==> src/rtl/bus_pkg.sv <==
// Shared bus definitions: default widths, DMA state encoding and the
// address windows decoded on the shared single-master bus.
package bus_pkg;

    localparam int BUS_ADDR_W = 16;
    localparam int BUS_DATA_W = 64;
    localparam int BUS_LEN_W  = 8;

    typedef enum logic [2:0] {
        IDLE    = 3'd0,
        REQ     = 3'd1,
        RD      = 3'd2,
        RD_WAIT = 3'd3,
        WR      = 3'd4,
        DONE    = 3'd5
    } dma_state_e;

    localparam logic [BUS_ADDR_W-1:0] MEM_BASE    = 16'h0000;
    localparam logic [BUS_ADDR_W-1:0] MEM_LAST    = 16'h07FF;
    localparam logic [BUS_ADDR_W-1:0] PERIPH_BASE = 16'h7000;
    localparam logic [BUS_ADDR_W-1:0] PERIPH_LAST = 16'h71FF;

    // The memory window starts at address zero, so only the upper bound matters.
    function automatic logic in_mem_window(input logic [BUS_ADDR_W-1:0] addr);
        return addr <= MEM_LAST;
    endfunction

    function automatic logic in_periph_window(input logic [BUS_ADDR_W-1:0] addr);
        return (addr >= PERIPH_BASE) && (addr <= PERIPH_LAST);
    endfunction

endpackage

==> src/rtl/dma_addr_cnt.sv <==
// Source/destination address incrementers and word down-counter for the DMA
// master. Addresses wrap modulo 2^ADDR_W.
module dma_addr_cnt #(
    parameter int ADDR_W = 16,
    parameter int LEN_W  = 8
) (
    input  logic              clk,
    input  logic              reset_n,
    input  logic              load,
    input  logic              step,
    input  logic [ADDR_W-1:0] src_in,
    input  logic [ADDR_W-1:0] dst_in,
    input  logic [LEN_W-1:0]  len_in,
    output logic [ADDR_W-1:0] src_q,
    output logic [ADDR_W-1:0] dst_q,
    output logic              cnt_zero,
    output logic              cnt_last
);

    logic [LEN_W-1:0] cnt_q;

    // NOTE: sequential state uses non-blocking assignments and an async
    // active-low reset so every register settles to a known value together.
    always_ff @(posedge clk or negedge reset_n) begin
        if (!reset_n) begin
            src_q <= '0;
            dst_q <= '0;
            cnt_q <= '0;
        end else if (load) begin
            src_q <= src_in;
            dst_q <= dst_in;
            cnt_q <= len_in;
        end else if (step) begin
            src_q <= src_q + ADDR_W'(1);
            dst_q <= dst_q + ADDR_W'(1);
            cnt_q <= cnt_q - LEN_W'(1);
        end
    end

    assign cnt_zero = (cnt_q == '0);
    assign cnt_last = (cnt_q == LEN_W'(1));

endmodule

==> src/rtl/bus_dma_master.sv <==
// Bus DMA master: copies consecutive words from a source range to a destination
// range. Define BUS_DMA_FILL_EN to add a fill mode that writes a constant word.
module bus_dma_master
    import bus_pkg::*;
#(
    parameter int ADDR_W = BUS_ADDR_W,
    parameter int DATA_W = BUS_DATA_W,
    parameter int LEN_W  = BUS_LEN_W
) (
    input  logic              clk,
    input  logic              reset_n,
    input  logic              start,
    input  logic [ADDR_W-1:0] src_addr,
    input  logic [ADDR_W-1:0] dst_addr,
    input  logic [LEN_W-1:0]  length,
`ifdef BUS_DMA_FILL_EN
    input  logic              fill,
    input  logic [DATA_W-1:0] fill_data,
`endif
    input  logic              m_grant,
    input  logic [DATA_W-1:0] m_din,
    output logic              m_req,
    output logic              m_wr,
    output logic [ADDR_W-1:0] m_addr,
    output logic [DATA_W-1:0] m_dout,
    output logic              busy,
    output logic              done
);

    dma_state_e        state_q, state_d;
    logic [DATA_W-1:0] buf_q;
    logic [ADDR_W-1:0] src_q, dst_q;
    logic              cnt_zero, cnt_last;
    logic              load, step;
    logic              fill_mode;
    logic [DATA_W-1:0] fill_word;

    assign load = (state_q == IDLE) && start;
    assign step = (state_q == WR) && m_grant;

    dma_addr_cnt #(
        .ADDR_W (ADDR_W),
        .LEN_W  (LEN_W)
    ) u_addr_cnt (
        .clk      (clk),
        .reset_n  (reset_n),
        .load     (load),
        .step     (step),
        .src_in   (src_addr),
        .dst_in   (dst_addr),
        .len_in   (length),
        .src_q    (src_q),
        .dst_q    (dst_q),
        .cnt_zero (cnt_zero),
        .cnt_last (cnt_last)
    );

`ifdef BUS_DMA_FILL_EN
    logic              fill_q;
    logic [DATA_W-1:0] fill_data_q;

    always_ff @(posedge clk or negedge reset_n) begin
        if (!reset_n) begin
            fill_q      <= 1'b0;
            fill_data_q <= '0;
        end else if (load) begin
            fill_q      <= fill;
            fill_data_q <= fill_data;
        end
    end

    assign fill_mode = fill_q;
    assign fill_word = fill_data_q;
`else
    assign fill_mode = 1'b0;
    assign fill_word = '0;
`endif

    always_ff @(posedge clk or negedge reset_n) begin
        if (!reset_n) begin
            state_q <= IDLE;
            buf_q   <= '0;
        end else begin
            state_q <= state_d;
            // Read data lags the address by one cycle, so it is valid in RD_WAIT.
            if ((state_q == RD_WAIT) && m_grant) begin
                buf_q <= m_din;
            end
        end
    end

    // NOTE: every output of this block gets a default first, so no path can
    // leave a signal unassigned and infer a latch.
    always_comb begin
        state_d = state_q;
        m_req   = 1'b0;
        m_wr    = 1'b0;
        m_addr  = '0;
        m_dout  = '0;
        busy    = 1'b1;
        done    = 1'b0;

        case (state_q)
            IDLE: begin
                busy = 1'b0;
                if (start) begin
                    state_d = (length == '0) ? DONE : REQ;
                end
            end
            REQ: begin
                m_req = 1'b1;
                if (m_grant) begin
                    state_d = fill_mode ? WR : RD;
                end
            end
            RD: begin
                m_req  = 1'b1;
                m_addr = src_q;
                if (m_grant) begin
                    state_d = RD_WAIT;
                end
            end
            RD_WAIT: begin
                m_req  = 1'b1;
                m_addr = src_q;
                if (m_grant) begin
                    state_d = WR;
                end
            end
            WR: begin
                m_req  = 1'b1;
                m_wr   = 1'b1;
                m_addr = dst_q;
                m_dout = fill_mode ? fill_word : buf_q;
                if (m_grant) begin
                    // cnt_zero cannot occur here in normal flow; treat it as the end too.
                    if (cnt_last || cnt_zero) begin
                        state_d = DONE;
                    end else begin
                        state_d = fill_mode ? WR : RD;
                    end
                end
            end
            DONE: begin
                done    = 1'b1;
                state_d = IDLE;
            end
            default: begin
                state_d = IDLE;
            end
        endcase
    end

endmodule

==> config.mk <==
export PLATFORM = sky130hd
export DESIGN_NAME = bus_dma_master
export DESIGN_NICKNAME = d
export VERILOG_FILES = /design/src/rtl/bus_pkg.sv /design/src/rtl/dma_addr_cnt.sv /design/src/rtl/bus_dma_master.sv
export SDC_FILE = /design/constraint.sdc
export NUM_CORES = 1
export LEC_CHECK = 0
export ABC_AREA = 1
export CAP_MARGIN = 20
export CORE_MARGIN = 2
export CORE_UTILIZATION = 46
export DETAILED_ROUTE_END_ITERATION = 10
export PLACE_DENSITY = 0.8
export REMOVE_ABC_BUFFERS = 1
export SYNTH_ARGS = -nofsm -noshare
export SYNTH_HDL_FRONTEND = slang
export SYNTH_HIERARCHICAL = 1
export SYNTH_SLANG_ARGS = --single-unit
==> constraint.sdc <==
create_clock -name clk -period 2.75 [get_ports clk]
set_input_delay 0.55 -clock clk [delete_from_list [all_inputs] [get_ports clk]]
set_output_delay 0.55 -clock clk [all_outputs]
set_load 0.01 [all_outputs]
==> impl_metrics.tcl <==
set metrics [dict create \
    detailedRoute.firstIterationViolations 503 \
    numPortBuffers 191 \
    cts.clk_slew.worst_paths_ns 0.07 \
    postCtsHoldBufs 0 \
    avgSynthCellArea_sq_um 7.60 \
    grt_start_max_net_pins 97 \
    power.combinational.fraction_pct 44.9 \
    timing.final.crit_period_ns 2.64 \
    reg2reg_from "state_q[1]" \
    final_nets 1049 \
    detail_route.first_pass.iterations 5 \
    synth_unique_cells 31 \
    post-synth-top-area-cell "sky130_fd_sc_hd__dfrtp_1" \
    hpwlAfterDp_mm 11.1 \
    worst-r2r-setup-slack_ns 0.54 \
    power-per-cell-area_nw_per_um2 958 \
    netlist_instances 757 \
    synth-edff-count 0 \
    swShare_pct 38.8 \
    grt_setup_unrepaired "no" \
    synth.top_cell.area_share_pct 46.6 \
    cts_tree "done" \
    finalMaxSlewViolations 0 \
    finalWeightedCongestion 0.873 \
    share_clk_of_total_power_pct 18.9 \
    dr_total_vias 5623 \
    die_area_sq_um 13400 \
    die-height_microns 116 \
    insertion_delay_ns 0.34 \
    filler_cell_count 1016 \
    clock_sinks 107 \
    initial_antenna_violation_count 0 \
    period_share_pct 95.8 \
    fraction_of_registers_with_async_set_or_reset_after_synthesis_pct 100 \
    synth_flop_cell "sky130_fd_sc_hd__dfrtp_1" \
    route.detailed.vias_per_inst 5.07 \
    grt_first_pass_wirelength_mm 25.1 \
    clock-skew-final_ns 0.00984 \
    first_global_vias 5288 \
    initial_utilization_pct 47.5 \
    timing.critical_path.to_type "output port" \
    die_width_microns 116 \
    crit_arrival_ns 2.09 \
    ys_ff_latch 107 \
    cp.required_ns 2.20 \
    worst_slew_pin_slew_ns 0.741 \
    outcome "finished clean" \
    critical_path_peak_fanout 18 \
    cp-start-kind "flip-flop" \
    crit_path_start "state_q[1]" \
    synth.yosys.warnings 6 \
    final_hold_viol_count 0 \
    path_depth_of_the_worst_reg2reg_path 7 \
    worst_path_max_delay_cell "sky130_fd_sc_hd__clkdlybuf4s50_1" \
    cts-root-to-sink-buffers 2 \
    summed_instance_area_of_the_synthesized_netlist_sq_um 5750 \
    netSwitchingPower_mw 3.02 \
    seqPwrFrac_pct 36.2 \
    grt_util_all_layers_pct 23.4 \
    detail_route.drc_violations 0 \
    critical_setup_path_class "flip-flop to output port" \
    netlist_top_cells_area "sky130_fd_sc_hd__dfrtp_1 (47%), sky130_fd_sc_hd__nor2_1 (11%), sky130_fd_sc_hd__nand2_1 (7.4%)" \
    antenna_cells_inserted 0 \
    slew-limit-headroom_pct 50.6 \
    cts_made_buffers 9 \
    min_path_type "primary input to asynchronous set/reset pin" \
    final_antenna_net_count 0 \
    endpoint "m_addr[7]" \
    netlist_top_cells_count "sky130_fd_sc_hd__nor2_1 (173), sky130_fd_sc_hd__nand2_1 (114), sky130_fd_sc_hd__dfrtp_1 (107), sky130_fd_sc_hd__inv_1 (101), sky130_fd_sc_hd__a21oi_1 (71)" \
    synth_seq_area_share_pct 46.6 \
    p_leak_nw 3.92 \
    final_layout_size_suffix_gt1_share_pct 4.36 \
    cap_viol_max_count 0 \
    critical_path.reg2reg.endpoint "u_addr_cnt/src_q[10]" \
    setup_viol 0 \
    area_growth_syn_to_layout_pct 41.3 \
    finish.cell_count_without_fillers 1109 \
    num_rows 40 \
    path_cells "nor2_2 -> nand2_2 -> inv_4 -> a22o_1 -> clkdlybuf4s50_1" \
    p_int_mw 4.77 \
    placed_cells 1093 \
    max_freq_ghz 0.379 \
    postRouteWirelength_mm 15.8 \
    routedWlPerCell_microns 14.2 \
    fp.coreArea_sq_um 12100 \
    boundaryPins 192 \
    clockRootBuffer "sky130_fd_sc_hd__clkbuf_16" \
    yosysMostFrequentCell "sky130_fd_sc_hd__nor2_1" \
    max_stage_delay_ns 0.55 \
    cts-htree-levels 3 \
    globalRoute.totalOverflow 0 \
    max-vdd-ir-drop_v 0.000460 \
    total_neg_setup_slack_ns 0 \
]
==> per-layer routing <==
layer,wire (microns),part of all wire [%],vias to the layer above,track usage (%)
met2,7350,47,220,39.2
met1,7110,45,2626,31.8
li1,-,-,2765,-
met5,0,0,-,0
met3,1150,7.3,12,3.61
met4,134,0.85,0,6.11
==> cell type report <==
class / instances / area, sq um / share of cell area [%]
inverter: 106 / 403 / 4.96
tap: 168 / 210 / 2.59
clock buffer: 13 / 280 / 3.45
timing repair buffer: 202 / 2020 / 24.9
clock inverter: 3 / 67.6 / 0.832
multi-input combinational: 510 / 2470 / 30.4
sequential: 107 / 2680 / 33.0
==> worst min path at each step <==
| stage | start | to | slack [ns] | cells after the start |
|---|---|---|---|---|
| after global routing | reset_n | u_addr_cnt/src_q[13] | 0.30 | 1 |
| final | reset_n | u_addr_cnt/src_q[13] | 0.24 | 1 |
| after detailed placement | buf_q[25] | buf_q[25] | 0.50 | 2 |
| after global placement | buf_q[37] | buf_q[37] | 0.50 | 2 |
| after floorplan | reset_n | buf_q[0] | 0.25 | 0 |
| after CTS | reset_n | u_addr_cnt/src_q[13] | 0.28 | 1 |
==> flip-flops by register name (all words and copies together), names as in the netlist <==
name / count
buf_q: 64
state_q: 3
u_addr_cnt/src_q: 16
u_addr_cnt/cnt_q: 8
u_addr_cnt/dst_q: 16
==> what timing repair did <==
action                                  CTS  global route
gates resized for setup                   0             4
endpoints found under the setup margin    0            26
setup buffers                             0             0
==> critical path, delay by kind of cell (launching register included) <==
family	cells	cell delay, ns
and+or+nand+nor	2	0.31
buffers and inverters	2	0.76
AOI/OAI and AO/OA	1	0.22
DFF	1	0.47
==> metrics by stage <==
stage	cell area [sq um]	power (mW)	hold slack [ns]	util, %	setup slack (ns)
floorplan	5540	4.83	0.254	-	-1.19
global placement	7770	6.18	0.495	64.2	0.406
detailed placement	7770	6.31	0.503	64.2	0.320
CTS	8120	7.79	0.276	67.0	0.0476
global route	8130	8.36	0.297	67.1	0.00659
finish	8130	7.78	0.242	67.1	0.115
==> power groups by stage <==
stage	registers, mW	clock network, mW	logic (mW)
after floorplan	2.69	0	2.14
after global routing	2.91	1.55	3.90
after global placement	2.80	0	3.38
after CTS	2.80	1.49	3.50
final	2.82	1.47	3.49
after detailed placement	2.83	0	3.48
==> kinds of logic after synthesis <==
logic type	share of synthesized area, %
AND/OR/NAND/NOR	24.9
flip-flops	46.6
XOR/XNOR	1.98
AO/OA/AOI/OAI	14.8
buffers and inverters	10.6
adder cells (fa/ha/maj)	1.09
==> cells in the final DEF (no fill, tap or decap) <==
cell type / Yosys / final
sky130_fd_sc_hd__or2_2: 1 / 1
sky130_fd_sc_hd__nor2_4: 1 / 1
sky130_fd_sc_hd__inv_2: 4 / 4
sky130_fd_sc_hd__dfrtp_1: 107 / 107
sky130_fd_sc_hd__a21o_1: 3 / 3
sky130_fd_sc_hd__bufinv_16: 0 / 2
sky130_fd_sc_hd__nand2_2: 2 / 2
sky130_fd_sc_hd__nor3_1: 1 / 1
sky130_fd_sc_hd__ha_1: 5 / 5
sky130_fd_sc_hd__clkbuf_16: 0 / 9
sky130_fd_sc_hd__o211ai_1: 3 / 3
sky130_fd_sc_hd__inv_4: 1 / 2
sky130_fd_sc_hd__a22o_1: 16 / 16
sky130_fd_sc_hd__o21ai_1: 7 / 7
sky130_fd_sc_hd__clkbuf_8: 0 / 4
sky130_fd_sc_hd__o21ai_0: 7 / 7
sky130_fd_sc_hd__nand3_1: 48 / 48
sky130_fd_sc_hd__nor2_2: 2 / 3
sky130_fd_sc_hd__xor2_1: 7 / 7
sky130_fd_sc_hd__a22oi_1: 28 / 28
sky130_fd_sc_hd__nand2_1: 114 / 114
sky130_fd_sc_hd__buf_12: 0 / 2
sky130_fd_sc_hd__clkdlybuf4s50_1: 0 / 190
sky130_fd_sc_hd__nand4_1: 8 / 8
sky130_fd_sc_hd__nor2_1: 173 / 172
sky130_fd_sc_hd__buf_6: 6 / 1
sky130_fd_sc_hd__a21oi_1: 71 / 71
sky130_fd_sc_hd__or2_0: 1 / 1
sky130_fd_sc_hd__o221ai_1: 2 / 2
sky130_fd_sc_hd__clkinvlp_4: 0 / 1
sky130_fd_sc_hd__xnor2_1: 6 / 6
sky130_fd_sc_hd__o21bai_1: 2 / 2
sky130_fd_sc_hd__and2_1: 2 / 2
sky130_fd_sc_hd__buf_4: 3 / 9
sky130_fd_sc_hd__inv_1: 101 / 100
No activity file was read; power rests on OpenSTA's default activity.
